**src/rtl/tod_pkg.sv**
```systemverilog
// Shared definitions for the time-of-day keeper: sync-state encoding, packed BCD
// time layout and the BCD validation / 12-hour conversion helpers.
package tod_pkg;

  localparam logic [1:0] SYNC_ACQUIRE  = 2'd0;
  localparam logic [1:0] SYNC_LOCKED   = 2'd1;
  localparam logic [1:0] SYNC_HOLDOVER = 2'd2;
  localparam logic [1:0] SYNC_FREE_RUN = 2'd3;

  typedef enum logic [1:0] {
    ACQUIRE  = SYNC_ACQUIRE,
    LOCKED   = SYNC_LOCKED,
    HOLDOVER = SYNC_HOLDOVER,
    FREE_RUN = SYNC_FREE_RUN
  } sync_e;

  localparam int TIME_W    = 20;
  localparam int SEC1_LSB  = 0;
  localparam int SEC1_W    = 4;
  localparam int SEC2_LSB  = 4;
  localparam int SEC2_W    = 3;
  localparam int MIN1_LSB  = 7;
  localparam int MIN1_W    = 4;
  localparam int MIN2_LSB  = 11;
  localparam int MIN2_W    = 3;
  localparam int HOUR1_LSB = 14;
  localparam int HOUR1_W   = 4;
  localparam int HOUR2_LSB = 18;
  localparam int HOUR2_W   = 2;
  localparam int HOUR_LSB  = HOUR1_LSB;
  localparam int HOUR_W    = HOUR1_W + HOUR2_W;

  function automatic logic tod_valid(input logic [TIME_W-1:0] t, input logic v);
    logic [3:0] s1, m1, h1;
    logic [2:0] s2, m2;
    logic [1:0] h2;
    s1 = t[SEC1_LSB +: SEC1_W];
    s2 = t[SEC2_LSB +: SEC2_W];
    m1 = t[MIN1_LSB +: MIN1_W];
    m2 = t[MIN2_LSB +: MIN2_W];
    h1 = t[HOUR1_LSB +: HOUR1_W];
    h2 = t[HOUR2_LSB +: HOUR2_W];
    return v && (s1 <= 4'd9) && (s2 <= 3'd5) && (m1 <= 4'd9) && (m2 <= 3'd5) &&
           (h1 <= 4'd9) && (h2 <= 2'd2) && !((h2 == 2'd2) && (h1 > 4'd3));
  endfunction

  function automatic logic [4:0] hour_bcd_to_bin(input logic [HOUR_W-1:0] h);
    return 5'(h[5:4]) * 5'd10 + 5'(h[3:0]);
  endfunction

  function automatic logic [HOUR_W-1:0] hour_bin_to_bcd(input logic [4:0] b);
    if (b >= 5'd20)      return {2'd2, 4'(b - 5'd20)};
    else if (b >= 5'd10) return {2'd1, 4'(b - 5'd10)};
    else                 return {2'd0, b[3:0]};
  endfunction

  // Returns {pm, hour12_bcd}; midnight renders as 12 AM, noon as 12 PM.
  function automatic logic [HOUR_W:0] bcd24_to_12(input logic [HOUR_W-1:0] h24);
    logic [4:0] hb;
    logic [4:0] h12;
    hb = hour_bcd_to_bin(h24);
    if (hb == 5'd0)       h12 = 5'd12;
    else if (hb > 5'd12)  h12 = hb - 5'd12;
    else                  h12 = hb;
    return {(hb >= 5'd12), hour_bin_to_bcd(h12)};
  endfunction

endpackage

```
**src/rtl/tod_incr.sv**
```systemverilog
// Combinational next-second function on packed 24-hour BCD time; 23:59:59 wraps
// to 00:00:00.
module tod_incr
  import tod_pkg::*;
(
  input  logic [TIME_W-1:0] time_i,
  output logic [TIME_W-1:0] time_o
);

  logic [3:0] s1, m1, h1;
  logic [2:0] s2, m2;
  logic [1:0] h2;

  always_comb begin
    s1 = time_i[SEC1_LSB +: SEC1_W];
    s2 = time_i[SEC2_LSB +: SEC2_W];
    m1 = time_i[MIN1_LSB +: MIN1_W];
    m2 = time_i[MIN2_LSB +: MIN2_W];
    h1 = time_i[HOUR1_LSB +: HOUR1_W];
    h2 = time_i[HOUR2_LSB +: HOUR2_W];
    // Each digit rolls only when every lower digit is at its maximum.
    if (s1 != 4'd9) s1 = s1 + 4'd1;
    else begin
      s1 = 4'd0;
      if (s2 != 3'd5) s2 = s2 + 3'd1;
      else begin
        s2 = 3'd0;
        if (m1 != 4'd9) m1 = m1 + 4'd1;
        else begin
          m1 = 4'd0;
          if (m2 != 3'd5) m2 = m2 + 3'd1;
          else begin
            m2 = 3'd0;
            if ((h2 == 2'd2) && (h1 == 4'd3)) begin
              h2 = 2'd0;
              h1 = 4'd0;
            end else if (h1 == 4'd9) begin
              h1 = 4'd0;
              h2 = h2 + 2'd1;
            end else begin
              h1 = h1 + 4'd1;
            end
          end
        end
      end
    end
    time_o = {h2, h1, m2, m1, s2, s1};
  end

endmodule

```
**src/rtl/tod_keeper.sv**
```systemverilog
// GPS-disciplined time-of-day keeper with sync-quality tracking and 12/24h display.
// Optional TZ_OFFSET_EN adds a signed display-hour offset input tz_hours.
module tod_keeper
  import tod_pkg::*;
#(
  parameter int LOCK_COUNT   = 3,
  parameter int HOLDOVER_MAX = 3600,
  parameter int RESET_HOUR   = 12
) (
  input  logic              clk,
  input  logic              reset,
  input  logic              pps_in,
  input  logic [TIME_W-1:0] time_in,
  input  logic              time_valid_in,
  input  logic              backup_sec,
  input  logic              mode_24h,
`ifdef TZ_OFFSET_EN
  input  logic [4:0]        tz_hours,
`endif
  output logic [TIME_W-1:0] time_out,
  output logic              pm,
  output logic [1:0]        sync_state,
  output logic [15:0]       holdover_secs,
  output logic              sec_tick,
  output logic              load_err
);

  localparam logic [HOUR_W-1:0] RESET_HOUR_BCD = hour_bin_to_bcd(5'(RESET_HOUR));
  localparam logic [TIME_W-1:0] RESET_TIME     = {RESET_HOUR_BCD, 14'd0};
  localparam logic              RESET_PM       = (RESET_HOUR >= 12);

  sync_e             state_q, state_d;
  logic [3:0]        lock_q, lock_d, lock_inc;
  logic [15:0]       hold_q, hold_d, hold_inc;
  logic [TIME_W-1:0] time_q, time_d, time_inc;
  logic              upd_q, load_err_q;
  logic [TIME_W-1:0] time_out_q, render_d;
  logic              pm_q, pm_d, sec_tick_q;
  logic              upd, pps_ok;

  tod_incr u_incr (
    .time_i (time_q),
    .time_o (time_inc)
  );

  assign upd      = pps_in | backup_sec;
  assign pps_ok   = pps_in & tod_valid(time_in, time_valid_in);
  assign lock_inc = lock_q + 4'd1;
  assign hold_inc = hold_q + 16'd1;

  always_comb begin
    state_d = state_q;
    lock_d  = lock_q;
    hold_d  = hold_q;
    time_d  = time_q;
    if (pps_ok)   time_d = time_in;
    else if (upd) time_d = time_inc;
    if (upd) begin
      unique case (state_q)
        ACQUIRE: begin
          if (!pps_ok) lock_d = 4'd0;
          else if (lock_inc >= 4'(LOCK_COUNT)) begin
            state_d = LOCKED;
            lock_d  = 4'd0;
          end else lock_d = lock_inc;
        end
        LOCKED: begin
          if (!pps_ok) begin
            if (HOLDOVER_MAX <= 1) begin
              state_d = FREE_RUN;
              hold_d  = 16'(HOLDOVER_MAX);
            end else begin
              state_d = HOLDOVER;
              hold_d  = 16'd1;
            end
          end
        end
        HOLDOVER: begin
          if (pps_ok) begin
            state_d = LOCKED;
            hold_d  = 16'd0;
          end else begin
            hold_d = hold_inc;
            if (hold_inc >= 16'(HOLDOVER_MAX)) state_d = FREE_RUN;
          end
        end
        FREE_RUN: begin
          if (pps_ok) begin
            state_d = ACQUIRE;
            lock_d  = 4'd1;
            hold_d  = 16'd0;
          end
        end
        default: state_d = ACQUIRE;
      endcase
    end
  end

  // Display rendering of the current internal UTC time (optionally zone-shifted).
  logic [4:0]        hb_utc, hb_disp;
  logic [HOUR_W-1:0] h_bcd;
  logic [HOUR_W:0]   h12;

  always_comb begin
    hb_utc = hour_bcd_to_bin(time_q[HOUR_LSB +: HOUR_W]);
    hb_disp = hb_utc;
`ifdef TZ_OFFSET_EN
    begin
      logic signed [4:0] tz_s;
      logic signed [6:0] hs;
      tz_s = $signed(tz_hours);
      hs   = $signed({2'b00, hb_utc});
      if ((tz_s >= -5'sd12) && (tz_s <= 5'sd14)) hs = hs + 7'(tz_s);
      if (hs < 7'sd0)        hs = hs + 7'sd24;
      else if (hs >= 7'sd24) hs = hs - 7'sd24;
      hb_disp = hs[4:0];
    end
`endif
    h_bcd = hour_bin_to_bcd(hb_disp);
    h12   = bcd24_to_12(h_bcd);
    pm_d  = (hb_disp >= 5'd12);
    if (mode_24h) render_d = {h_bcd, time_q[13:0]};
    else          render_d = {h12[HOUR_W-1:0], time_q[13:0]};
  end

  always_ff @(posedge clk or negedge reset) begin
    if (!reset) begin
      state_q    <= ACQUIRE;
      lock_q     <= 4'd0;
      hold_q     <= 16'd0;
      time_q     <= RESET_TIME;
      upd_q      <= 1'b0;
      load_err_q <= 1'b0;
      time_out_q <= RESET_TIME;
      pm_q       <= RESET_PM;
      sec_tick_q <= 1'b0;
    end else begin
      state_q    <= state_d;
      lock_q     <= lock_d;
      hold_q     <= hold_d;
      time_q     <= time_d;
      upd_q      <= upd;
      load_err_q <= pps_in & ~pps_ok;
      time_out_q <= render_d;
      pm_q       <= pm_d;
      sec_tick_q <= upd_q;
    end
  end

  assign time_out      = time_out_q;
  assign pm            = pm_q;
  assign sync_state    = state_q;
  assign holdover_secs = hold_q;
  assign sec_tick      = sec_tick_q;
  assign load_err      = load_err_q;

endmodule

```
**config.mk**
```make
export PLATFORM = sky130hd
export DESIGN_NAME = tod_keeper
export DESIGN_NICKNAME = d
export VERILOG_FILES = /design/src/rtl/tod_pkg.sv /design/src/rtl/tod_incr.sv /design/src/rtl/tod_keeper.sv
export SDC_FILE = /design/constraint.sdc
export NUM_CORES = 1
export LEC_CHECK = 0
export CAP_MARGIN = 15
export CELL_PAD_IN_SITES_DETAIL_PLACEMENT = 0
export CELL_PAD_IN_SITES_GLOBAL_PLACEMENT = 1
export CORE_MARGIN = 2
export CORE_UTILIZATION = 44
export DETAILED_ROUTE_END_ITERATION = 8
export DONT_BUFFER_PORTS = 1
export GPL_TIMING_DRIVEN = 0
export PLACE_DENSITY = 0.81
export REMOVE_ABC_BUFFERS = 1
export SYNTH_ARGS = -nofsm -noshare
export SYNTH_HDL_FRONTEND = slang
export SYNTH_SLANG_ARGS = --single-unit
```
**constraint.sdc**
```tcl
create_clock -name clk -period 10.8 [get_ports clk]
set_input_delay 1.08 -clock clk [delete_from_list [all_inputs] [get_ports clk]]
set_output_delay 1.08 -clock clk [all_outputs]
set_load 0.05 [all_outputs]
```
== After elaboration in Yosys (flattened, before gate mapping) ==
Cells that the tools add are included.
Cells by class
  $add $sub $neg: 15
  multiplexer cells: 46
  reductions and logical operators: 24
  bitwise operators: 4
  div/mod/pow operators: 0
  equal/unequal tests: 20
  multipliers: 2
  order comparisons: 15
  shifts and indexed selects: 0
Operator list (number)
  two-way mux 20 bit: 3
  two-way mux 4 bit: 13
  two-way mux 16 bit: 3
  case mux 16 bit (3 select lines): 1
  two-way mux 2 bit: 12
  two-way mux 5 bit: 4
  two-way mux 3 bit: 6
  adder 16 x 1 -> 16 bit (second input constant): 1
  adder 4 x 1 -> 4 bit (second input constant): 4
  >= comparator 16 x 12 -> 1 bit (second input constant): 1
  inequality test 2 bit (second input constant): 8
  >= comparator 5 x 4 -> 1 bit (second input constant): 3
  <= comparator 4 bit (second input constant): 3
  two-way mux 6 bit: 2
  AND reduction 6 bit: 2
  adder 5 x 4 -> 5 bit: 2
  >= comparator 5 bit (second input constant): 2
  logical AND 1 bit: 9
  inequality test 3 bit (second input constant): 3
  == test 2 bit (second input constant): 4
  multiplier 2 x 3 -> 4 bit (second input constant): 2
  inequality test 4 bit (second input constant): 2
  case mux 2 bit (4 select lines): 1
  case mux 4 bit (2 select lines): 1
  other kinds (25): 34
Word-level totals
  memories: 0
  output and inout port bits: 41
  logic and storage cells: 140
  RAM bits: 0
  latch bits: 0
  ROM bits: 0
  input bits: 26
  bits in registers: 66

== Longest topological paths before layout ==
  depth in word-level cells: 14
  depth in mapped cells: 28
  depth with buffers taken out: 28

== Cells and area by module ==
From an unflattened synthesis, not the netlist that was laid out.
Unflattened totals
  cells, all modules: 508
  area, all modules: 4310.4 µm²
By module, submodules not included
  tod_keeper: times used 1, sequential area each 1657.8 µm², area each 3842.4 µm², cells each 435
  tod_incr: times used 1, sequential area each 0.0 µm², area each 467.9 µm², cells each 73

== Worst setup path before layout ==
OpenSTA, ideal clock, no wires.
  path kind: flip-flop to flip-flop
  from: register time_q[18]
  to: register time_out_q[15], in the netlist time_out[15]
  buffers on the path: 0
  setup time: 75 ps
  stages on the path, launching flop included: 29
  path slack: 5550 ps
  arrival time: 5175 ps
  required time: 10725 ps
  period minus slack after synthesis: 5250 ps
  cell sequence: dfstp_2 > ha_1 > inv_1 > fa_1 > xnor2_2 > inv_1 > ha_1 > nor2b_1 > a211oi_4 > nor2_1 > a21oi_1 > nor2_1 > a31o_2 > ha_1 > xor2_1 > ha_1 > nand2_1 > nand2_1 > mux2i_1 > o21ba_4 > inv_2 > ha_1 > nor2b_1 > a21oi_1 > o211ai_1 > a31o_2 > o21ai_0 > o22a_2 > xnor2_1
Between the ends
  cells in the longest elaborated chain, start to end: 14
  elaborated cells between the ends (all ways): 22
  classes of those cells: add/sub: 7; mul: 2; order compare: 5; mux: 7; reduce/logical: 1
RTL lines
  start, declared: line tod_keeper.sv:35  | logic [TIME_W-1:0] time_q, time_d, time_inc;
  start signal, assigned: line tod_keeper.sv:141  | time_q <= time_d;
  multiplier 2 x 3 -> 4 bit *: line tod_pkg.sv:48  | return 5'(h[5:4]) * 5'd10 + 5'(h[3:0]);
  adder 5 x 4 -> 5 bit *: line tod_pkg.sv:48
  >= comparator 5 x 4 -> 1 bit: line tod_pkg.sv:53  | else if (b >= 5'd10) return {2'd1, 4'(b - 5'd10)};
  two-way mux 5 bit: line tod_pkg.sv:53
  two-way mux 6 bit *: line tod_pkg.sv:52  | if (b >= 5'd20) return {2'd2, 4'(b - 5'd20)};
  multiplier 2 x 3 -> 4 bit: line tod_pkg.sv:48
  adder 5 x 4 -> 5 bit: line tod_pkg.sv:48
  subtractor 5 x 4 -> 5 bit / > comparator 5 x 4 -> 1 bit (equally long branches): line tod_pkg.sv:63  | else if (hb > 5'd12) h12 = hb - 5'd12;
  two-way mux 5 bit: line tod_pkg.sv:63
  two-way mux 5 bit: line tod_pkg.sv:62  | if (hb == 5'd0) h12 = 5'd12;
  subtractor 4 bit / >= comparator 5 x 4 -> 1 bit (equally long branches): line tod_pkg.sv:53
  two-way mux 5 bit: line tod_pkg.sv:53
  two-way mux 6 bit: line tod_pkg.sv:52
  two-way mux 20 bit *: line tod_keeper.sv:122  | if (mode_24h) render_d = {h_bcd, time_q[13:0]};
  named net render_d[15]: line tod_keeper.sv:37  | logic [TIME_W-1:0] time_out_q, render_d;
  end signal, assigned: line tod_keeper.sv:144  | time_out_q <= render_d;
  end, declared: line tod_keeper.sv:37
Mark *: on every way through the listed nets, which the timed path passes. The rest lies on a longest branch.
A chain may end at the register's enable or synchronous reset.

== Final worst setup path ==
Ends and elaborated chain as after synthesis.

==> impl_summary.md <==
Status
The run finished with clean final reports.

Setup path
The element type at the critical path start is a flip-flop. The type of the setup path with the least slack is flip-flop to flip-flop. The end of the worst register-to-register path is time_out[15]. The start point of the critical path is time_q[18]. The top cell family by delay on the critical path is adder cells. STA puts the critical path data required time at 11.07 ns. The category of the worst setup path capture point is a flip-flop. The count of cells along the worst register-to-register path is 27. The slack of the worst reg-to-reg path is 4.79 ns.

The worst register-to-register path begins at time_q[18]. The count of buffering cells on the critical path with inverters included is 3. By instance count, the cell type seen most on the critical path is ha_1. The arrival time reported for the critical path endpoint is 6.28 ns. The logic depth of the worst setup path including buffers is 27. In this design, the stage delay of the slowest critical-path cell is 0.71 ns. Of all nets on the critical path, the largest fanout is 10. The slowest stage of the critical path belongs to the cell fa_1.

Detailed routing
Wire segments on met3 add up to 347 um in the final route. The residual DRC count is 0. For this run, the detailed router's first-pass iteration total came to 4. The wire length reported by the detailed router is 9018 um. Routed signal wires occupy layers up through met4. The DRC violation total after the first TritonRoute iteration is 112. The via count of the routed design is 3350. Dividing the detail-routed wire length by the instance count gives 16.07 um.

Wire segments on met2 add up to 4254 um in the final route. For this block, wires on met1 add up to 4253 um. The count of nets left with antenna violations once routing finished came out at 0. Dividing the detail-routed via count by the number of cells gives 5.971.

Hold path
Along the worst hold path, the cell count comes to 0. The worst min-delay path category is flip-flop to flip-flop. The startpoint of the lowest-slack hold path is upd_q. The worst hold path terminates at sec_tick.

GRT
The initial antenna violation count was 0. The first global-routing pass estimated 15420 um of wire. The total global routing overflow is 0. For this run, the total global-route usage over all layers was measured as 0.1920. The number of global-route vias before repair came to 3184. The largest net degree at the start of global routing is 67.

Floorplanning
The die covers 0.009757 mm^2. The row count is 34. In this run the vertical extent of the chip is 98.78 um. The die span in x is 98.78 um. The core region is 0.008721 mm^2. For this configuration, the core starts out at a cell density of 0.4532. The count of boundary I/O pins is 67.

Clock tree
The number of buffers inserted for hold repair after clock tree synthesis is 0. The clock drives 66 sinks. The tree is rooted in a clkbuf_8.

The CTS tree is yes. The clock latency at the later pin of the worst-skew pair is 0.35 ns. The maximum number of buffers from clock root to sink is 2. The CTS buffer count is 9.

Clock-pin slew was measured on the worst setup and hold paths at 0.08 ns. The clock tree synthesis step divided the H-tree into 3 levels. The total setup buffers inserted after CTS is 0. The post-cts repair resize count is 0.

STA
The final worst clock skew is 0.009799 ns. The max-slew violation count was 0. The final-layout worst hold slack is 0.3498 ns. The worst pin sits at a relative slew slack of 0.3510. The final number of hold-violating endpoints is 0. The final worst-path cycle share is 0.5562. The setup violation total in the final timing report is 0. Setup repair after global routing left no endpoint under its margin. After layout, the minimum clock period comes to 6.007 ns. The sum of negative setup slack is 0 ns. The transition time at the pin with the least slew margin is 0.9699 ns. Static timing analysis puts the maximum clock frequency at 0.1665 GHz.

Pwr
VDD sags by at most 0.00007960 V. The power density over the cells is 200.2 mW/mm^2. For this design the static power due to leakage is 1.827 nW.

Logic synthesis
For this run, the register share of the synthesized area comes to 0.4194. The share of synthesized cell area in and, or, nand and nor gates is 0.1906. The largest family of logic cells by synthesized area is compound AO/OA/AOI/OAI gates.

Among all flip-flop cells after synthesis, the most frequent one is dfrtp_1. Yosys printed 0 warnings. The fraction of the mapped netlist area in compound gates is 0.2428. In the synthesized netlist the async set-or-reset flop fraction comes to 1.000. The per-instance average area after synthesis is 8.745 um^2.

Of the total synthesized cell area, the portion taken by full adders, half adders and majority gates is 0.06521. The number of enable flip-flop cells after synthesis is 0. Yosys mapped the design onto 58 distinct sky130hd cell types.

The synthesized instance count is 452. The register bit total from synthesis is 66. Measured against the total synthesized area, the mux share comes to 0.02627. The combined area of all synthesized cells is 0.003953 mm^2. Of the total synthesized cell area, the portion taken by XOR and XNOR cells is 0.01519.

Placed design
The HPWL after detailed placement is 6184 um. Input and output buffers added on the ports amount to 0. The routability-driven placement congestion ratio is 0.8073. Counting tap cells, the placed design contains a total of 545 instances.

Final layout
The filler-free cell count of the finished design is 561. The area growth from synthesis to final layout is 7.755%. For this run, the post-layout net count is 494. The most common cell after layout, fill and taps aside is o21ai_0.

In the final layout, the share of cells above drive strength 1 is 0.07285. 0 antenna diodes ended up in the layout. In the layout the commonest cells are 66 x o21ai_0, 61 x dfrtp_1, 44 x nand2_1, 36 x nor2_1, 32 x a21oi_1.

Run
Max-cap violations in this run came to 0.
-- layout make-up --
cell class	count	area [um^2]
clock inverters	7	78.83
clock buffers	9	123.9
well taps	108	135.1
fillers	824	4462
repair buffers	2	35.03
multi-input cells	344	2135
flip-flops and latches	66	1658
inverters	25	93.84
-- layer usage --
layer	up-vias	track usage
met1	1628	0.2551
li1	1635	-
met4	0	0.07060
met3	15	0.04255
met2	72	0.3087
met5	-	0
-- worst max-delay path by stage --
stage,endpoint,slack [ns]
after floorplan,time_out[15],5.54
after global placement,time_out[15],4.91
after detailed placement,time_out[16],4.88
after CTS,time_out[15],4.81
after global routing,time_out[16],4.30
final,time_out[15],4.79
-- power breakdown --
part | switching, mW | internal [mW] | leakage [nW] | total (mW)
Sequential | 0.184 | 0.299 | 0.827 | 0.484
Combinational | 0.0843 | 0.0700 | 0.896 | 0.154
Clock | 0.106 | 0.109 | 0.104 | 0.215
-- synth_stat cells, types with 5 or more instances --
cell      number  area, um^2
a21oi_1       32       160.2
a22o_1         9       78.83
a31oi_1        6       37.54
and3_1         9       56.30
clkbuf_1      13       48.80
dfrtp_1       61        1526
dfstp_2        5       131.4
ha_1          19       237.7
inv_1         24       90.09
mux2i_1        7       70.07
nand2_1       44       165.2
nand3_1       16       80.08
nand4_1        7       43.79
nor2_1        36       135.1
nor2b_1        9       56.30
nor3_1        10       50.05
nor3b_1        6       45.04
o21ai_0       66       330.3
o31ai_1        6       45.04
-- sequential cells by signal, summed over array words and instances (netlist names) --
name,flops
sec_tick,1
holdover_secs,16
pm,1
lock_q,4
time_out,20
load_err,1
time_q,20
upd_q,1
sync_state,2
-- cells by family after synthesis --
family,after synthesis
AOI/OAI and AO/OA,154
xor gates and xnor gates,6
adders and majority gates,20
buffers and inverters,42
DFF,66
muxes,9
and+or+nand+nor,155
-- metrics by stage --
step	cell area [um^2]	total power [mW]	worst slack [ns]	utilization
2_1_floorplan	3886	0.5904	5.536	-
3_3_place_gp	4021	0.6332	4.914	0.4611
3_5_place_dp	4056	0.6432	4.878	0.4651
4_1_cts	4259	0.8621	4.812	0.4884
5_1_grt	4259	0.9013	4.298	0.4884
6_report	4259	0.8525	4.793	0.4884
Power figures use the tool's default switching activity.
